### config.mk
export PLATFORM = sky130hd
export DESIGN_NAME = keypad_seq_entry_flat
export DESIGN_NICKNAME = d
export VERILOG_FILES = /design/src/rtl/keypad_pkg.sv /design/src/rtl/keypad_seq_entry_if.sv /design/src/rtl/keypad_col_scan.sv /design/src/rtl/keypad_seq_entry.sv /design/src/flat_wrapper.sv
export SDC_FILE = /design/constraint.sdc
export NUM_CORES = 1
export LEC_CHECK = 0
export CAP_MARGIN = 5
export CORE_MARGIN = 2
export CORE_UTILIZATION = 58
export DETAILED_ROUTE_END_ITERATION = 8
export PLACE_DENSITY = 0.84
export SYNTH_ARGS = -nofsm -noshare
export SYNTH_HDL_FRONTEND = slang
export SYNTH_HIERARCHICAL = 1
export SYNTH_SLANG_ARGS = --single-unit
### constraint.sdc
create_clock -name sys_clk -period 4.53 [get_ports sys_clk]
set_clock_uncertainty 0.05 [all_clocks]
set_input_delay 1.1325 -clock sys_clk [delete_from_list [all_inputs] [get_ports sys_clk]]
set_output_delay 1.1325 -clock sys_clk [all_outputs]
set_load 0.1 [all_outputs]
### src/rtl/keypad_pkg.sv
// keypad_pkg: shared definitions for the keypad sequence-entry block.
//   state_t        : scanner FSM states (SCAN, DEBOUNCE, HOLD)
//   ROWS / COLS    : keypad matrix size
//   ROW_IDLE       : row pattern with no key pressed (all pulled up)
//   lowest_low_row : index of the lowest-numbered active-low row
package keypad_pkg;

  localparam int ROWS = 4;
  localparam int COLS = 4;
  localparam logic [ROWS-1:0] ROW_IDLE = 4'hF;

  typedef enum logic [1:0] {
    SCAN     = 2'd0,
    DEBOUNCE = 2'd1,
    HOLD     = 2'd2
  } state_t;

  // Several rows low at once resolve to the lowest-numbered one.
  function automatic logic [1:0] lowest_low_row(input logic [ROWS-1:0] r);
    logic [1:0] idx;
    if (!r[0]) begin
      idx = 2'd0;
    end else if (!r[1]) begin
      idx = 2'd1;
    end else if (!r[2]) begin
      idx = 2'd2;
    end else begin
      idx = 2'd3;
    end
    return idx;
  endfunction

endpackage

### src/rtl/keypad_seq_entry_if.sv
// keypad_seq_entry_if: key/sequence bus between the keypad scanner and its
// consumer (e.g. a display marquee).
//   clr       : synchronous clear of seq and digit_cnt (consumer -> scanner)
//   key_valid : one-cycle pulse per accepted key
//   key_code  : code of the last accepted key (row*4 + col)
//   seq       : assembled digit sequence, newest digit in the low nibble
//   digit_cnt : digits entered, saturating at N/WIDTH
// Modports: master = scanner side, slave = consumer side.
interface keypad_seq_entry_if #(
  parameter int N     = 32,
  parameter int WIDTH = 4
);
  logic                      clr;
  logic                      key_valid;
  logic [3:0]                key_code;
  logic [N-1:0]              seq;
  logic [$clog2(N/WIDTH):0]  digit_cnt;

  modport master (input clr, output key_valid, key_code, seq, digit_cnt);
  modport slave  (output clr, input key_valid, key_code, seq, digit_cnt);
endinterface

### src/rtl/keypad_col_scan.sv
// keypad_col_scan: column strobe generator for a 4x4 keypad.
//   clk, rst_n : clock, asynchronous active-low reset
//   freeze     : hold the column index at the current dwell end
//   col        : active-low column strobe, exactly one bit low
//   col_idx    : index of the strobed column
//   dwell_end  : high on the last cycle of each SCAN_DIV-cycle dwell
// The dwell timer always runs so that dwell-end samples keep coming while
// the index is frozen.
module keypad_col_scan #(
  parameter int SCAN_DIV = 50_000
) (
  input  logic       clk,
  input  logic       rst_n,
  input  logic       freeze,
  output logic [3:0] col,
  output logic [1:0] col_idx,
  output logic       dwell_end
);
  localparam int TW = (SCAN_DIV > 1) ? $clog2(SCAN_DIV) : 1;
  localparam logic [TW-1:0] LAST = TW'(SCAN_DIV - 1);

  logic [TW-1:0] timer_r;
  logic [1:0]    idx_r;
  logic [3:0]    col_r;
  logic [1:0]    idx_next_s;

  assign idx_next_s = idx_r + 2'd1;
  assign dwell_end  = (timer_r == LAST);
  assign col        = col_r;
  assign col_idx    = idx_r;

  // Dwell timer plus column index; the strobe is registered alongside it.
  always_ff @(posedge clk or negedge rst_n) begin
    if (!rst_n) begin
      timer_r <= '0;
      idx_r   <= 2'd0;
      col_r   <= 4'b1110;
    end else begin
      if (dwell_end) begin
        timer_r <= '0;
      end else begin
        timer_r <= timer_r + TW'(1);
      end
      if (dwell_end && !freeze) begin
        idx_r <= idx_next_s;
        col_r <= ~(4'b0001 << idx_next_s);
      end
    end
  end

endmodule

### src/rtl/keypad_seq_entry.sv
// keypad_seq_entry: 4x4 keypad scanner with debounce that assembles
// accepted key codes into an N-bit hex sequence.
//   sys_clk   : clock
//   sys_rst_n : asynchronous active-low reset
//   row       : keypad rows, active-low, pulled up
//   col       : column strobe, active-low
//   kbus      : keypad_seq_entry_if master (clr in; key_valid, key_code,
//               seq, digit_cnt out)
// Build option: define KEYPAD_ROW_SYNC_EN to pass row through a two-flop
// synchronizer and delay the key outputs by two cycles to match.
module keypad_seq_entry #(
  parameter int N        = 32,
  parameter int WIDTH    = 4,
  parameter int SCAN_DIV = 50_000,
  parameter int DEBOUNCE = 4
) (
  input  logic        sys_clk,
  input  logic        sys_rst_n,
  input  logic [3:0]  row,
  output logic [3:0]  col,
  keypad_seq_entry_if.master kbus
);
  import keypad_pkg::*;

  localparam int DIGITS = N / WIDTH;
  localparam int CW     = $clog2(DIGITS) + 1;
  localparam int CNT_W  = $clog2(DEBOUNCE + 1);

  logic [3:0]       row_s;
  logic             dwell_end_s;
  logic             freeze_s;
  logic [1:0]       col_idx_s;

  state_t           state_r, next_state_s;
  logic [CNT_W-1:0] cnt_r, next_cnt_s;
  logic [1:0]       cand_col_r, cand_row_r;
  logic [3:0]       cand_pat_r;
  logic             latch_s, accept_s;
  logic [3:0]       code_s;
  logic             out_accept_s;
  logic [3:0]       out_code_s;

  logic             key_valid_r;
  logic [3:0]       key_code_r;
  logic [N-1:0]     seq_r;
  logic [CW-1:0]    digit_cnt_r;

  keypad_col_scan #(.SCAN_DIV(SCAN_DIV)) u_col_scan (
    .clk       (sys_clk),
    .rst_n     (sys_rst_n),
    .freeze    (freeze_s),
    .col       (col),
    .col_idx   (col_idx_s),
    .dwell_end (dwell_end_s)
  );

`ifdef KEYPAD_ROW_SYNC_EN
  logic [3:0] row_meta_r, row_sync_r;
  logic       accept_p1_r, accept_p2_r;
  logic [3:0] code_p1_r, code_p2_r;

  // Two-flop row synchronizer; idle level on reset.
  always_ff @(posedge sys_clk or negedge sys_rst_n) begin
    if (!sys_rst_n) begin
      row_meta_r <= ROW_IDLE;
      row_sync_r <= ROW_IDLE;
    end else begin
      row_meta_r <= row;
      row_sync_r <= row_meta_r;
    end
  end

  // Two-stage delay of the accept event to match the synchronizer latency.
  always_ff @(posedge sys_clk or negedge sys_rst_n) begin
    if (!sys_rst_n) begin
      accept_p1_r <= 1'b0;
      accept_p2_r <= 1'b0;
      code_p1_r   <= 4'h0;
      code_p2_r   <= 4'h0;
    end else begin
      accept_p1_r <= accept_s;
      accept_p2_r <= accept_p1_r;
      code_p1_r   <= code_s;
      code_p2_r   <= code_p1_r;
    end
  end

  assign row_s        = row_sync_r;
  assign out_accept_s = accept_p2_r;
  assign out_code_s   = code_p2_r;
`else
  assign row_s        = row;
  assign out_accept_s = accept_s;
  assign out_code_s   = code_s;
`endif

  assign code_s = {cand_row_r, cand_col_r};
  // Index advances at a dwell end only when the FSM is (staying/returning) in SCAN.
  assign freeze_s = (next_state_s != keypad_pkg::SCAN);

  // FSM next state; decisions are taken only on dwell-end samples.
  always_comb begin
    next_state_s = state_r;
    next_cnt_s   = cnt_r;
    latch_s      = 1'b0;
    accept_s     = 1'b0;
    if (dwell_end_s) begin
      case (state_r)
        keypad_pkg::SCAN: begin
          if (row_s != ROW_IDLE) begin
            latch_s      = 1'b1;
            next_cnt_s   = CNT_W'(1);
            next_state_s = keypad_pkg::DEBOUNCE;
          end else begin
            next_state_s = keypad_pkg::SCAN;
          end
        end
        keypad_pkg::DEBOUNCE: begin
          if (row_s == cand_pat_r) begin
            if (cnt_r == CNT_W'(DEBOUNCE - 1)) begin
              accept_s     = 1'b1;
              next_cnt_s   = '0;
              next_state_s = keypad_pkg::HOLD;
            end else begin
              next_cnt_s = cnt_r + CNT_W'(1);
            end
          end else begin
            next_cnt_s   = '0;
            next_state_s = keypad_pkg::SCAN;
          end
        end
        keypad_pkg::HOLD: begin
          if (row_s == ROW_IDLE) begin
            if (cnt_r == CNT_W'(DEBOUNCE - 1)) begin
              next_cnt_s   = '0;
              next_state_s = keypad_pkg::SCAN;
            end else begin
              next_cnt_s = cnt_r + CNT_W'(1);
            end
          end else begin
            next_cnt_s = '0;
          end
        end
        default: begin
          next_cnt_s   = '0;
          next_state_s = keypad_pkg::SCAN;
        end
      endcase
    end else begin
      next_state_s = state_r;
    end
  end

  // FSM state, stable count and candidate key registers.
  always_ff @(posedge sys_clk or negedge sys_rst_n) begin
    if (!sys_rst_n) begin
      state_r    <= keypad_pkg::SCAN;
      cnt_r      <= '0;
      cand_col_r <= 2'd0;
      cand_row_r <= 2'd0;
      cand_pat_r <= ROW_IDLE;
    end else begin
      state_r <= next_state_s;
      cnt_r   <= next_cnt_s;
      if (latch_s) begin
        cand_col_r <= col_idx_s;
        cand_row_r <= lowest_low_row(row_s);
        cand_pat_r <= row_s;
      end
    end
  end

  // Key outputs and sequence assembly; clr overrides seq/digit_cnt only.
  always_ff @(posedge sys_clk or negedge sys_rst_n) begin
    if (!sys_rst_n) begin
      key_valid_r <= 1'b0;
      key_code_r  <= 4'h0;
      seq_r       <= '0;
      digit_cnt_r <= '0;
    end else begin
      key_valid_r <= out_accept_s;
      if (out_accept_s) begin
        key_code_r <= out_code_s;
      end
      if (kbus.clr) begin
        seq_r       <= '0;
        digit_cnt_r <= '0;
      end else if (out_accept_s) begin
        seq_r <= {seq_r[N-WIDTH-1:0], WIDTH'(out_code_s)};
        if (digit_cnt_r != CW'(DIGITS)) begin
          digit_cnt_r <= digit_cnt_r + CW'(1);
        end
      end
    end
  end

  assign kbus.key_valid = key_valid_r;
  assign kbus.key_code  = key_code_r;
  assign kbus.seq       = seq_r;
  assign kbus.digit_cnt = digit_cnt_r;

endmodule

### src/flat_wrapper.sv
// flat-port wrapper written by rule: the top's interface ports become plain ports
module keypad_seq_entry_flat import keypad_pkg::*;
#(
  parameter int N        = 32,
  parameter int WIDTH    = 4,
  parameter int SCAN_DIV = 50_000,
  parameter int DEBOUNCE = 4
)
  (sys_clk, sys_rst_n, row, col, kbus_clr, kbus_key_valid, kbus_key_code, kbus_seq, kbus_digit_cnt);
  keypad_seq_entry_if #(.N(N), .WIDTH(WIDTH)) kbus_i ();
  input  logic sys_clk;
  input  logic sys_rst_n;
  input  logic [3:0] row;
  output logic [3:0] col;
  input wire logic [$bits(kbus_i.clr)-1:0] kbus_clr;
  output wire logic [$bits(kbus_i.key_valid)-1:0] kbus_key_valid;
  output wire logic [$bits(kbus_i.key_code)-1:0] kbus_key_code;
  output wire logic [$bits(kbus_i.seq)-1:0] kbus_seq;
  output wire logic [$bits(kbus_i.digit_cnt)-1:0] kbus_digit_cnt;
  assign kbus_i.clr = kbus_clr;
  assign kbus_key_valid = kbus_i.key_valid;
  assign kbus_key_code = kbus_i.key_code;
  assign kbus_seq = kbus_i.seq;
  assign kbus_digit_cnt = kbus_i.digit_cnt;
  keypad_seq_entry #(.N(N), .WIDTH(WIDTH), .SCAN_DIV(SCAN_DIV), .DEBOUNCE(DEBOUNCE)) u_core (.sys_clk(sys_clk), .sys_rst_n(sys_rst_n), .row(row), .col(col), .kbus(kbus_i));
endmodule
==> results.ini <==
[status]
status=complete, no violations

[floorplan]
boundaryPins=52
start_util=0.6014
die_area_um2=6782
core_um2=5921
dieWidth_um=82.36
num_rows=28
fp.dieH_um=82.36

[pwr]
ir_drop_mv=0.2214
combPwrFrac=0.031
pwr-share-seq=0.529
p_int_mw=1.010
p_sw_frac=0.2134
leakage_nw=1.863
pwr-share-clk=0.441
p_switching_uw=273.9
power.density_nw_per_um2=297.8

[sta]
relSlewSlack=0.3257
setup_viol=0
timing.final.crit_share=0.7039
worst-slew-pin-transition_ns=1.008
maxSlewViolCount=0
hold_viol_final=0
tns_ns=0
max_freq_mhz=313.6
fin_crit_ns=3.188
rsz0062_at_grt=no

[logic_synthesis]
yosys_warnings=6
synthTopCellsByArea=dfrtp_1 (48%), o21ai_0 (6.3%), a21oi_1 (5.6%)
async_flop_share=1.000
synthesis.instances=358
syn_area_per_cell_um2=9.947
synth_seq_cells=76
synth_top_cell_by_area=dfrtp_1
synth_ff_type=dfrtp_1
ys_types=45
ys_seq_area_frac=0.5365
synth-edff-count=0
yosysTopAreaCellShare=0.4849
syn-num-nets=373
synth_area_um2=3561

[clocking]
cts_resized=0
clockBufferDepth=2
post_cts_buffers=0
holdBufCountCts=0
cts_tree=done
clockRootBuffer=clkbuf_8
cts_made_buffers=9
path_clk_slew_ns=0.07
clk_latency_ns=0.35
h-tree-depth=3
cts.sinks=76

[setup_path]
critPathKind=reg -> out
critPathMaxFanout=2
arrival_ns=2.01
start_kind=register
path_delay_family=buffers and inverters
slowest_delay_ns=1.13
cp_slowest_cell=clkdlybuf4s50_1
critPathCaptureType=output pin
critPathRequiredTime_ns=3.35
path_cells=clkdlybuf4s50_1
worstSetupPathDepth=1
rr_worst_depth=7
crit_buf_inv=1

[placement]
place_congestion=0.8462
hpwl_mm=5.055
placed_cell_area_um2=4094
numPortBuffers=51

[route]
wl_per_cell_um=16.37
drtPass1Iterations=5
antenna_left=0
drc=0
routed_wirelength_mm=7.839
vias_per_cell=6.075
first_iter_violations=290
vias=2910

[global_routing]
grt_overflow=0
grt_pass1_vias=2745
grt_pass1_wl_mm=12.97
grt_usage=0.2529
grt_max_degree=52
antenna_found_initial=0

[min_path]
hold_path_depth=2
worstHoldPathType=reg -> reg

[cells_and_area]
fin_area_um2=4310
fin_nets=414
area_growth_pct=21.05
antenna_cells=0
final_core_util=0.7280
drive_gt1_frac=0.09653

[job]
drv_cap=0

## layout by cell type (no fill, tap or decap), types with 4 or more instances in the layout
master,count
nand2_1,16
o21ai_0,45
xor2_1,6
nor2_1,14
nand4_1,9
clkdlybuf4s50_1,50
and3_1,4
clkbuf_8,10
dfstp_2,7
xnor2_1,11
mux2_2,5
ha_1,8
o31ai_1,5
inv_1,14
buf_4,7
dfrtp_1,69
a21oi_1,40
nand3_1,40
mux2i_1,4
## power by group through the flow
stage | logic (mW) | registers, mW | clock network (mW)
2_1_floorplan | 0.0153 | 0.692 | 0
3_5_place_dp | 0.0401 | 0.692 | 0
3_3_place_gp | 0.0395 | 0.692 | 0
6_report | 0.0393 | 0.679 | 0.566
4_1_cts | 0.0400 | 0.679 | 0.580
5_1_grt | 0.0447 | 0.679 | 0.603
## area by class of cell
class	instances	area, um2
Clock buffer	11	141.4
Clock inverter	5	75.07
Fill cell	431	1610
Inverter	14	52.55
Multi-Input combinational cell	240	1479
Sequential cell	76	1911
Tap cell	75	93.84
Timing Repair Buffer	58	558.0
## per-stage QoR
stage / total power, mW / cells / hold slack [ns] / setup WS [ns]
detailed placement: 0.7319 / 463 / 0.4119 / 1.136
global placement: 0.7313 / 463 / 0.4189 / 1.165
finish: 1.284 / 479 / 0.4236 / 1.342
floorplan: 0.7072 / 358 / 0.3979 / 1.651
CTS: 1.298 / 479 / 0.4318 / 1.313
global route: 1.326 / 479 / 0.4644 / 1.284
## state kept, by name, indices dropped and copies added, names as in the netlist, 2 cells and up
signal,count
u_core/cand_col_r,2
u_core/kbus.key_code,4
u_core/u_col_scan/col_idx,2
u_core/cnt_r,3
u_core/u_col_scan/timer_r,16
u_core/state_r,2
u_core/u_col_scan/col,4
u_core/kbus.seq,32
u_core/kbus.digit_cnt,4
u_core/cand_pat_r,4
u_core/cand_row_r,2
## routing by layer
layer  track usage  up-vias  wire [um]
met3       0.07283       10        454
met1        0.3338     1438       3349
met2        0.4048      112       3943
met4       0.08167        0         92
met5             0        -          0
li1              -     1350          -
## kinds of logic (layout without fill, tap and decap cells)
kind of cell,after synthesis,count (layout),synth area share
fa+ha+maj,8,8,0.02811
xor+xnor,17,17,0.04181
flops,76,76,0.5365
simple gates,107,107,0.1644
buf+inv,42,88,0.04989
compound gates,98,98,0.1479
mux,10,10,0.03127
## cells in the mapped netlist (all sizes together), types with 2 or more instances
cell type and count:
dfrtp 69, dfstp 7, nand2 16, nor2 14, nor4 2, nand2b 3
o31ai 5, ha 8, and3 5, or4 3, a21oi 40, clkbuf 21
o21ai 45, xnor2 11, buf 7, and4 2, nand3 40, and4b 2
mux2i 4, nand4 9, inv 14, xor2 6, mux2 6, nor4bb 2
nor2b 2
## final timing paths
check,slack [ns],endpoint,from
setup / recovery,1.34,col[2],u_core/u_col_scan/col[2]
hold / removal,0.42,u_core/u_col_scan/col[3],u_core/u_col_scan/col[3]
setup reg to reg,1.58,u_core/kbus.digit_cnt[3],u_core/u_col_scan/timer_r[0]
hold reg to reg,0.42,u_core/u_col_scan/col[3],u_core/u_col_scan/col[3]
max in group asynchronous,2.67,u_core/kbus.seq[5],sys_rst_n
min in group asynchronous,0.73,u_core/state_r[1],sys_rst_n
No activity file was read; power rests on OpenSTA's default activity.
